**src/rtl/score_pkg.sv**
```systemverilog
// Shared encodings and the note-slot record used by the score pixel generator.
package score_pkg;

  typedef enum logic [1:0] {
    PIX_NOTE   = 2'd0,
    PIX_STAFF  = 2'd1,
    PIX_CURSOR = 2'd2,
    PIX_BG     = 2'd3
  } pix_type_e;

  typedef enum logic [1:0] {
    INSTR_RED   = 2'd0,
    INSTR_GREEN = 2'd1,
    INSTR_BLUE  = 2'd2,
    INSTR_WHITE = 2'd3
  } instr_e;

  localparam int unsigned H_ACTIVE_DEF = 1280;
  localparam int unsigned V_ACTIVE_DEF = 720;

  typedef struct packed {
    logic       on;
    logic [3:0] pitch;
    logic [1:0] instr;
  } note_slot_t;

endpackage

```
**src/rtl/note_store.sv**
```systemverilog
// Per-column note register array with a single write port, global clear and
// one registered read port.
module note_store
  import score_pkg::*;
#(
  parameter int unsigned NUM_SLOTS = 16,
  localparam int unsigned SLOT_W = $clog2(NUM_SLOTS)
) (
  input  logic              clk_in,
  input  logic              rst_in,
  input  logic              wr_en_in,
  input  logic [SLOT_W-1:0] wr_slot_in,
  input  logic              wr_on_in,
  input  logic [3:0]        wr_pitch_in,
  input  logic [1:0]        wr_instr_in,
  input  logic              clear_in,
  input  logic [SLOT_W-1:0] rd_slot_in,
  output logic              rd_on_out,
  output logic [3:0]        rd_pitch_out,
  output logic [1:0]        rd_instr_out
);

  note_slot_t [NUM_SLOTS-1:0] slots_d, slots_q;
  note_slot_t                 rd_d, rd_q;

  // Clear wins over a same-cycle write; only the on flags are dropped.
  always_comb begin
    slots_d = slots_q;
    if (clear_in) begin
      for (int unsigned i = 0; i < NUM_SLOTS; i++) begin
        slots_d[SLOT_W'(i)].on = 1'b0;
      end
    end else if (wr_en_in) begin
      slots_d[wr_slot_in] = '{on: wr_on_in, pitch: wr_pitch_in, instr: wr_instr_in};
    end
    rd_d = slots_q[rd_slot_in];
  end

  always_ff @(posedge clk_in or posedge rst_in) begin
    if (rst_in) begin
      slots_q <= '0;
      rd_q    <= '0;
    end else begin
      slots_q <= slots_d;
      rd_q    <= rd_d;
    end
  end

  assign rd_on_out    = rd_q.on;
  assign rd_pitch_out = rd_q.pitch;
  assign rd_instr_out = rd_q.instr;

endmodule

```
**src/rtl/score_pixel_gen.sv**
```systemverilog
// Two-stage pixel classifier: staff lines, stored notes and a tempo-driven
// playback cursor; the note store is writable only during vertical blanking.
module score_pixel_gen
  import score_pkg::*;
#(
  parameter int unsigned NUM_SLOTS    = 16,
  parameter int unsigned NOTE_W       = 32,
  parameter int unsigned H_ACTIVE     = H_ACTIVE_DEF,
  parameter int unsigned V_ACTIVE     = V_ACTIVE_DEF,
  parameter int unsigned STAFF_TOP    = 200,
  parameter int unsigned LINE_SPACING = 16,
  parameter int unsigned NOTE_H       = 8,
  parameter int unsigned TEMPO_FRAMES = 30,
  localparam int unsigned SLOT_W = $clog2(NUM_SLOTS)
) (
  input  logic              clk_in,
  input  logic              rst_in,
  input  logic [10:0]       hcount_in,
  input  logic [9:0]        vcount_in,
  input  logic              wr_valid_in,
  output logic              wr_ready_out,
  input  logic [SLOT_W-1:0] wr_slot_in,
  input  logic [3:0]        wr_pitch_in,
  input  logic [1:0]        wr_instr_in,
  input  logic              wr_on_in,
  input  logic              clear_in,
  input  logic              pause_in,
  output logic [1:0]        pixel_type_out,
  output logic [1:0]        instrument_type_out,
  output logic              pixel_valid_out,
  output logic [SLOT_W-1:0] cursor_col_out
);

  localparam int unsigned OFF_W = $clog2(NOTE_W);
  localparam int unsigned CNT_W = $clog2(TEMPO_FRAMES + 1);

  localparam logic [10:0]        H_ACT     = 11'(H_ACTIVE);
  localparam logic [9:0]         V_ACT     = 10'(V_ACTIVE);
  localparam logic [10:0]        SPAN_X    = 11'(NUM_SLOTS * NOTE_W);
  localparam logic [9:0]         STAFF_Y0  = 10'(STAFF_TOP);
  localparam logic [9:0]         STAFF_Y1  = 10'(STAFF_TOP + 4 * LINE_SPACING);
  localparam logic [OFF_W-1:0]   OFF_LO    = OFF_W'(2);
  localparam logic [OFF_W-1:0]   OFF_HI    = OFF_W'(NOTE_W - 3);
  localparam logic signed [10:0] TOP_S     = 11'(STAFF_TOP);
  localparam logic signed [10:0] HALF_SP_S = 11'(LINE_SPACING / 2);
  localparam logic signed [10:0] HALF_NH_S = 11'(NOTE_H / 2);
  localparam logic [CNT_W-1:0]   CNT_LAST  = CNT_W'(TEMPO_FRAMES - 1);

  // Write port
  logic wr_ready_d, wr_ready_q;
  logic wr_en;

  always_comb begin
    wr_ready_d = (vcount_in >= V_ACT) && !clear_in;
    wr_en      = wr_valid_in && wr_ready_q;
  end

  // Frame tick and cursor
  logic              tick;
  logic [CNT_W-1:0]  cnt_d, cnt_q;
  logic [SLOT_W-1:0] cursor_d, cursor_q;

  always_comb begin
    tick     = (hcount_in == '0) && (vcount_in == V_ACT);
    cnt_d    = cnt_q;
    cursor_d = cursor_q;
    if (tick && !pause_in) begin
      if (cnt_q == CNT_LAST) begin
        cnt_d    = '0;
        cursor_d = cursor_q + SLOT_W'(1);
      end else begin
        cnt_d = cnt_q + CNT_W'(1);
      end
    end
  end

  // Stage 1: coordinates, active flag and cursor-column match; store read in parallel.
  logic [SLOT_W-1:0] slot_in;
  logic [10:0]       x_d, x_q;
  logic [9:0]        y_d, y_q;
  logic              act_d, act_q;
  logic              cur_hit_d, cur_hit_q;

  always_comb begin
    slot_in   = hcount_in[OFF_W +: SLOT_W];
    x_d       = hcount_in;
    y_d       = vcount_in;
    act_d     = (hcount_in < H_ACT) && (vcount_in < V_ACT);
    cur_hit_d = (slot_in == cursor_q);
  end

  logic       rd_on;
  logic [3:0] rd_pitch;
  logic [1:0] rd_instr;

  note_store #(
    .NUM_SLOTS(NUM_SLOTS)
  ) u_store (
    .clk_in      (clk_in),
    .rst_in      (rst_in),
    .wr_en_in    (wr_en),
    .wr_slot_in  (wr_slot_in),
    .wr_on_in    (wr_on_in),
    .wr_pitch_in (wr_pitch_in),
    .wr_instr_in (wr_instr_in),
    .clear_in    (clear_in),
    .rd_slot_in  (slot_in),
    .rd_on_out   (rd_on),
    .rd_pitch_out(rd_pitch),
    .rd_instr_out(rd_instr)
  );

  // Stage 2: classify
  logic [OFF_W-1:0]   off;
  logic               in_x, in_staff, on_line, note_hit;
  logic signed [10:0] note_dy;
  pix_type_e          pix_type_d, pix_type_q;
  logic [1:0]         instr_d, instr_q;
  logic               valid_d, valid_q;

  always_comb begin
    off      = x_q[OFF_W-1:0];
    in_x     = x_q < SPAN_X;
    in_staff = in_x && (y_q >= STAFF_Y0) && (y_q <= STAFF_Y1);
    on_line  = 1'b0;
    for (int unsigned k = 0; k < 5; k++) begin
      if (y_q == 10'(STAFF_TOP + k * LINE_SPACING)) on_line = 1'b1;
    end
    note_dy  = $signed({1'b0, y_q}) - (TOP_S + $signed({7'd0, rd_pitch}) * HALF_SP_S);
    note_hit = rd_on && in_x && (off >= OFF_LO) && (off <= OFF_HI) &&
               (note_dy > -HALF_NH_S) && (note_dy < HALF_NH_S);

    pix_type_d = PIX_BG;
    instr_d    = INSTR_RED;
    valid_d    = act_q;
    if (act_q) begin
      if (note_hit) begin
        pix_type_d = PIX_NOTE;
        instr_d    = rd_instr;
      end else if (cur_hit_q && (off < OFF_LO) && in_staff) begin
        pix_type_d = PIX_CURSOR;
      end else if (on_line && in_staff) begin
        pix_type_d = PIX_STAFF;
      end
    end
  end

  always_ff @(posedge clk_in or posedge rst_in) begin
    if (rst_in) begin
      wr_ready_q <= 1'b0;
      cnt_q      <= '0;
      cursor_q   <= '0;
      x_q        <= '0;
      y_q        <= '0;
      act_q      <= 1'b0;
      cur_hit_q  <= 1'b0;
      pix_type_q <= PIX_BG;
      instr_q    <= '0;
      valid_q    <= 1'b0;
    end else begin
      wr_ready_q <= wr_ready_d;
      cnt_q      <= cnt_d;
      cursor_q   <= cursor_d;
      x_q        <= x_d;
      y_q        <= y_d;
      act_q      <= act_d;
      cur_hit_q  <= cur_hit_d;
      pix_type_q <= pix_type_d;
      instr_q    <= instr_d;
      valid_q    <= valid_d;
    end
  end

  assign wr_ready_out        = wr_ready_q;
  assign cursor_col_out      = cursor_q;
  assign pixel_type_out      = pix_type_q;
  assign instrument_type_out = instr_q;
  assign pixel_valid_out     = valid_q;

endmodule

```
**config.mk**
```make
export PLATFORM = sky130hd
export DESIGN_NAME = score_pixel_gen
export DESIGN_NICKNAME = d
export VERILOG_FILES = /design/src/rtl/score_pkg.sv /design/src/rtl/note_store.sv /design/src/rtl/score_pixel_gen.sv
export SDC_FILE = /design/constraint.sdc
export NUM_CORES = 1
export LEC_CHECK = 0
export ABC_CLOCK_PERIOD_IN_PS = 15300
export CORE_MARGIN = 4
export CORE_UTILIZATION = 34
export CTS_CLUSTER_DIAMETER = 30
export DETAILED_ROUTE_END_ITERATION = 6
export PLACE_DENSITY = 0.55
export SLEW_MARGIN = 15
export SYNTH_ARGS = -nofsm -noshare
export SYNTH_HDL_FRONTEND = slang
export SYNTH_SLANG_ARGS = --single-unit
```
**constraint.sdc**
```tcl
create_clock -name clk_in -period 15.3 [get_ports clk_in]
set_input_delay 3.06 -clock clk_in [delete_from_list [all_inputs] [get_ports clk_in]]
set_output_delay 3.06 -clock clk_in [all_outputs]
set_load 0.02 [all_outputs]
```
==> results.md <==
- Initial core utilization: 0.347
- Reg2Reg Setup Slack: 12300 ps
- Critical path cell sequence: clkdlybuf4s50_1 -> or4_1 -> or4_1 -> nor3_2 -> mux2_2
- Starting DRC count in detailed routing: 224
- # diodes: 0
- Final Cycle Share: 0.350
- Top delay family on crit path: simple AND/OR/NAND/NOR gates
- Tmin final: 5360 ps
- CP Data Required Time: 15600 ps
- H-tree Lvls: 4
- Number of detailed-route iterations in the first pass: 4
- Status: complete, no violations
- MaxCap Viol Count: 0
- Total CTS buffers: 17
- Final net count: 654
- EDFF count, synth: 0
- Beginning of the critical path: hcount_in[8]
- Setup_tns: 0 ps
- Net Count, Synth: 610
- Number of global-route vias before repair: 5063
- Final hold vios: 0
- First-pass GRT wire length: 27100 um
- Clk Latency, worst-skew pair: 420 ps
- Top FF cell, synth: dfrtp_1
- Register area share after synthesis: 0.521
- Worst hold path class: reg2reg
- Slew Viols, Final: 0
- Buf/Inv on CP: 1
- Largest net degree at the start of global routing: 78
- Final core utilization: 0.407
- Crit path launch type: input pin
- Commonest cells after routing, fill and taps aside: 150 x dfrtp_1, 97 x mux2_2, 45 x clkdlybuf4s50_1
- CP max-delay cell: clkdlybuf4s50_1
- GP Congestion: 0.764
- Endpoint, Worst Hold: pixel_valid_out
- I/O pins: 47
- Final Skew: 13.4 ps
- Remaining Overflow, GRT: 0
- Async SR Flop Fraction: 1.00
- Syn Area/Cell: 13.1 um^2
- Die height: 155 um
- Most frequent CP cell: or4_1
- GR Util All Layers: 0.145
- Arr. time, crit path: 5660 ps
- Flip-flop and latch count after synthesis: 152
- Vias per inst: 5.23
- Max incr delay on CP: 680 ps
- Critical path depth: 5
- Placed Cells: 856
- R2R cell count: 10
- Fmax: 187 MHz
- Post-Syn Instances: 556
- Postcts setup bufs: 0
- Syn-to-layout area delta: 17.6%
- DRC Markers: 0
- Clk sinks: 152
- Hold_buf cts: 0
- # setup viols final: 0
- Initial antenna violation count: 0
- Clock transition at the registers of the reported paths: 60 ps
- Crit path max fanout: 11
- Post-DP HPWL: 11600 um
- Yosys warns: 0
- ANT nets after route: 0
- HP Start: act_q
- Worst slew margin: 0.373
- Hold depth: 0
- Leakage: 3.81 nW
- Maximum vdd drop: 0.0000669 V
- RSZ-0062 raised after global routing: no
- Worst-Margin Slew: 940 ps
- RR Endpoint: instrument_type_out[1]
- Max clock buf depth: 2
- Die Area: 23900 um^2
- Post-Route WL: 16600 um
- Cell row count: 53
- Worst reg2reg path startpoint: y_q[3]
- Share of cells above drive strength 1: 0.279
- Routed vias: 4637
- Fin cells: 887
- Root buffer cell: clkbuf_16
- Commonest non-fill, non-tap cell in the layout: dfrtp_1
- PortBufs: 46
- DR WL/cell: 18.7 um
- Mapped Area: 7310 um^2
- Netlist cell types: 53
- PwrDens: 106 nW/um^2
- CTS tree: built
- WS Path Type: in2reg
- Chip width: 155 um
- Resized cells post-CTS: 0
- Core ar.: 21100 um^2
- Worst setup EP type: flop
-- synthesized netlist by cell type (8+ instances only) --
cell type	count	area (um^2)
nor2_1	31	116
inv_1	19	71.3
nand4_1	8	50.1
mux4_2	35	788
nand2_1	40	150
clkbuf_1	18	67.6
a21oi_1	19	95.1
o21ai_0	14	70.1
ha_1	17	213
nand3_1	8	40.0
mux2_2	97	1090
nand2b_1	8	50.1
dfrtp_1	150	3750
-- where the power goes --
group	internal, mW	switching [mW]	total [mW]
combinational	0.0442	0.0514	0.0955
sequential	0.420	0.00917	0.429
clock	0.225	0.163	0.389
total	0.689	0.224	0.913
-- final cells by class --
cell class	instances	area [um^2]
clock inverters	8	63.8
fillers	1994	12500
clock buffers	23	488
flip-flops and latches	152	3810
multi-input cells	361	3340
repair buffers	49	478
well taps	275	344
inverters	19	76.3
-- state kept, by name, indices dropped and copies added (netlist names), 4 cells and up --
register / flops
y_q: 10
cursor_col_out: 4
x_q: 6
u_store.slots_q: 112
cnt_q: 5
u_store.rd_pitch_out: 4
-- layer usage --
metal  up-vias  GRT usage  wire, um
met5         -          0         0
met4         0     0.0509       421
met3        26     0.0375       591
met2        86      0.239      8040
met1      2371      0.187      7500
li1       2154          -         -
-- worst reg2reg max path: cells and delay by family, from the launching register on --
family | cells | cell delay [ps]
adders and majority gates | 2 | 570
AOI/OAI and AO/OA | 4 | 1090
and+or+nand+nor | 2 | 680
buffers and inverters | 2 | 160
DFF | 1 | 420
-- stage by stage --
| step | hold WS, ps | power, mW | worst slack, ps | cell area (um^2) |
|---|---|---|---|---|
| floorplan | 345 | 0.498 | 8150 | 7310 |
| global placement | 360 | 0.529 | 9490 | 8040 |
| detailed placement | 361 | 0.533 | 9490 | 8040 |
| CTS | 375 | 0.926 | 9930 | 8590 |
| global route | 387 | 0.955 | 9770 | 8590 |
| finish | 371 | 0.913 | 9940 | 8590 |
-- worst max path at each step --
stage,endpoint
after floorplan,act_q
final,cursor_col_out[1]
after global placement,cursor_col_out[1]
after global routing,cursor_col_out[1]
after CTS,cursor_col_out[1]
after detailed placement,cursor_col_out[1]
-- cells by family after synthesis --
family / synth area share
flops: 0.521
mux: 0.267
simple gates: 0.0942
compound gates: 0.0555
buf+inv: 0.0228
fa+ha+maj: 0.0291
xor+xnor: 0.0108
Power figures use the tool's default switching activity.
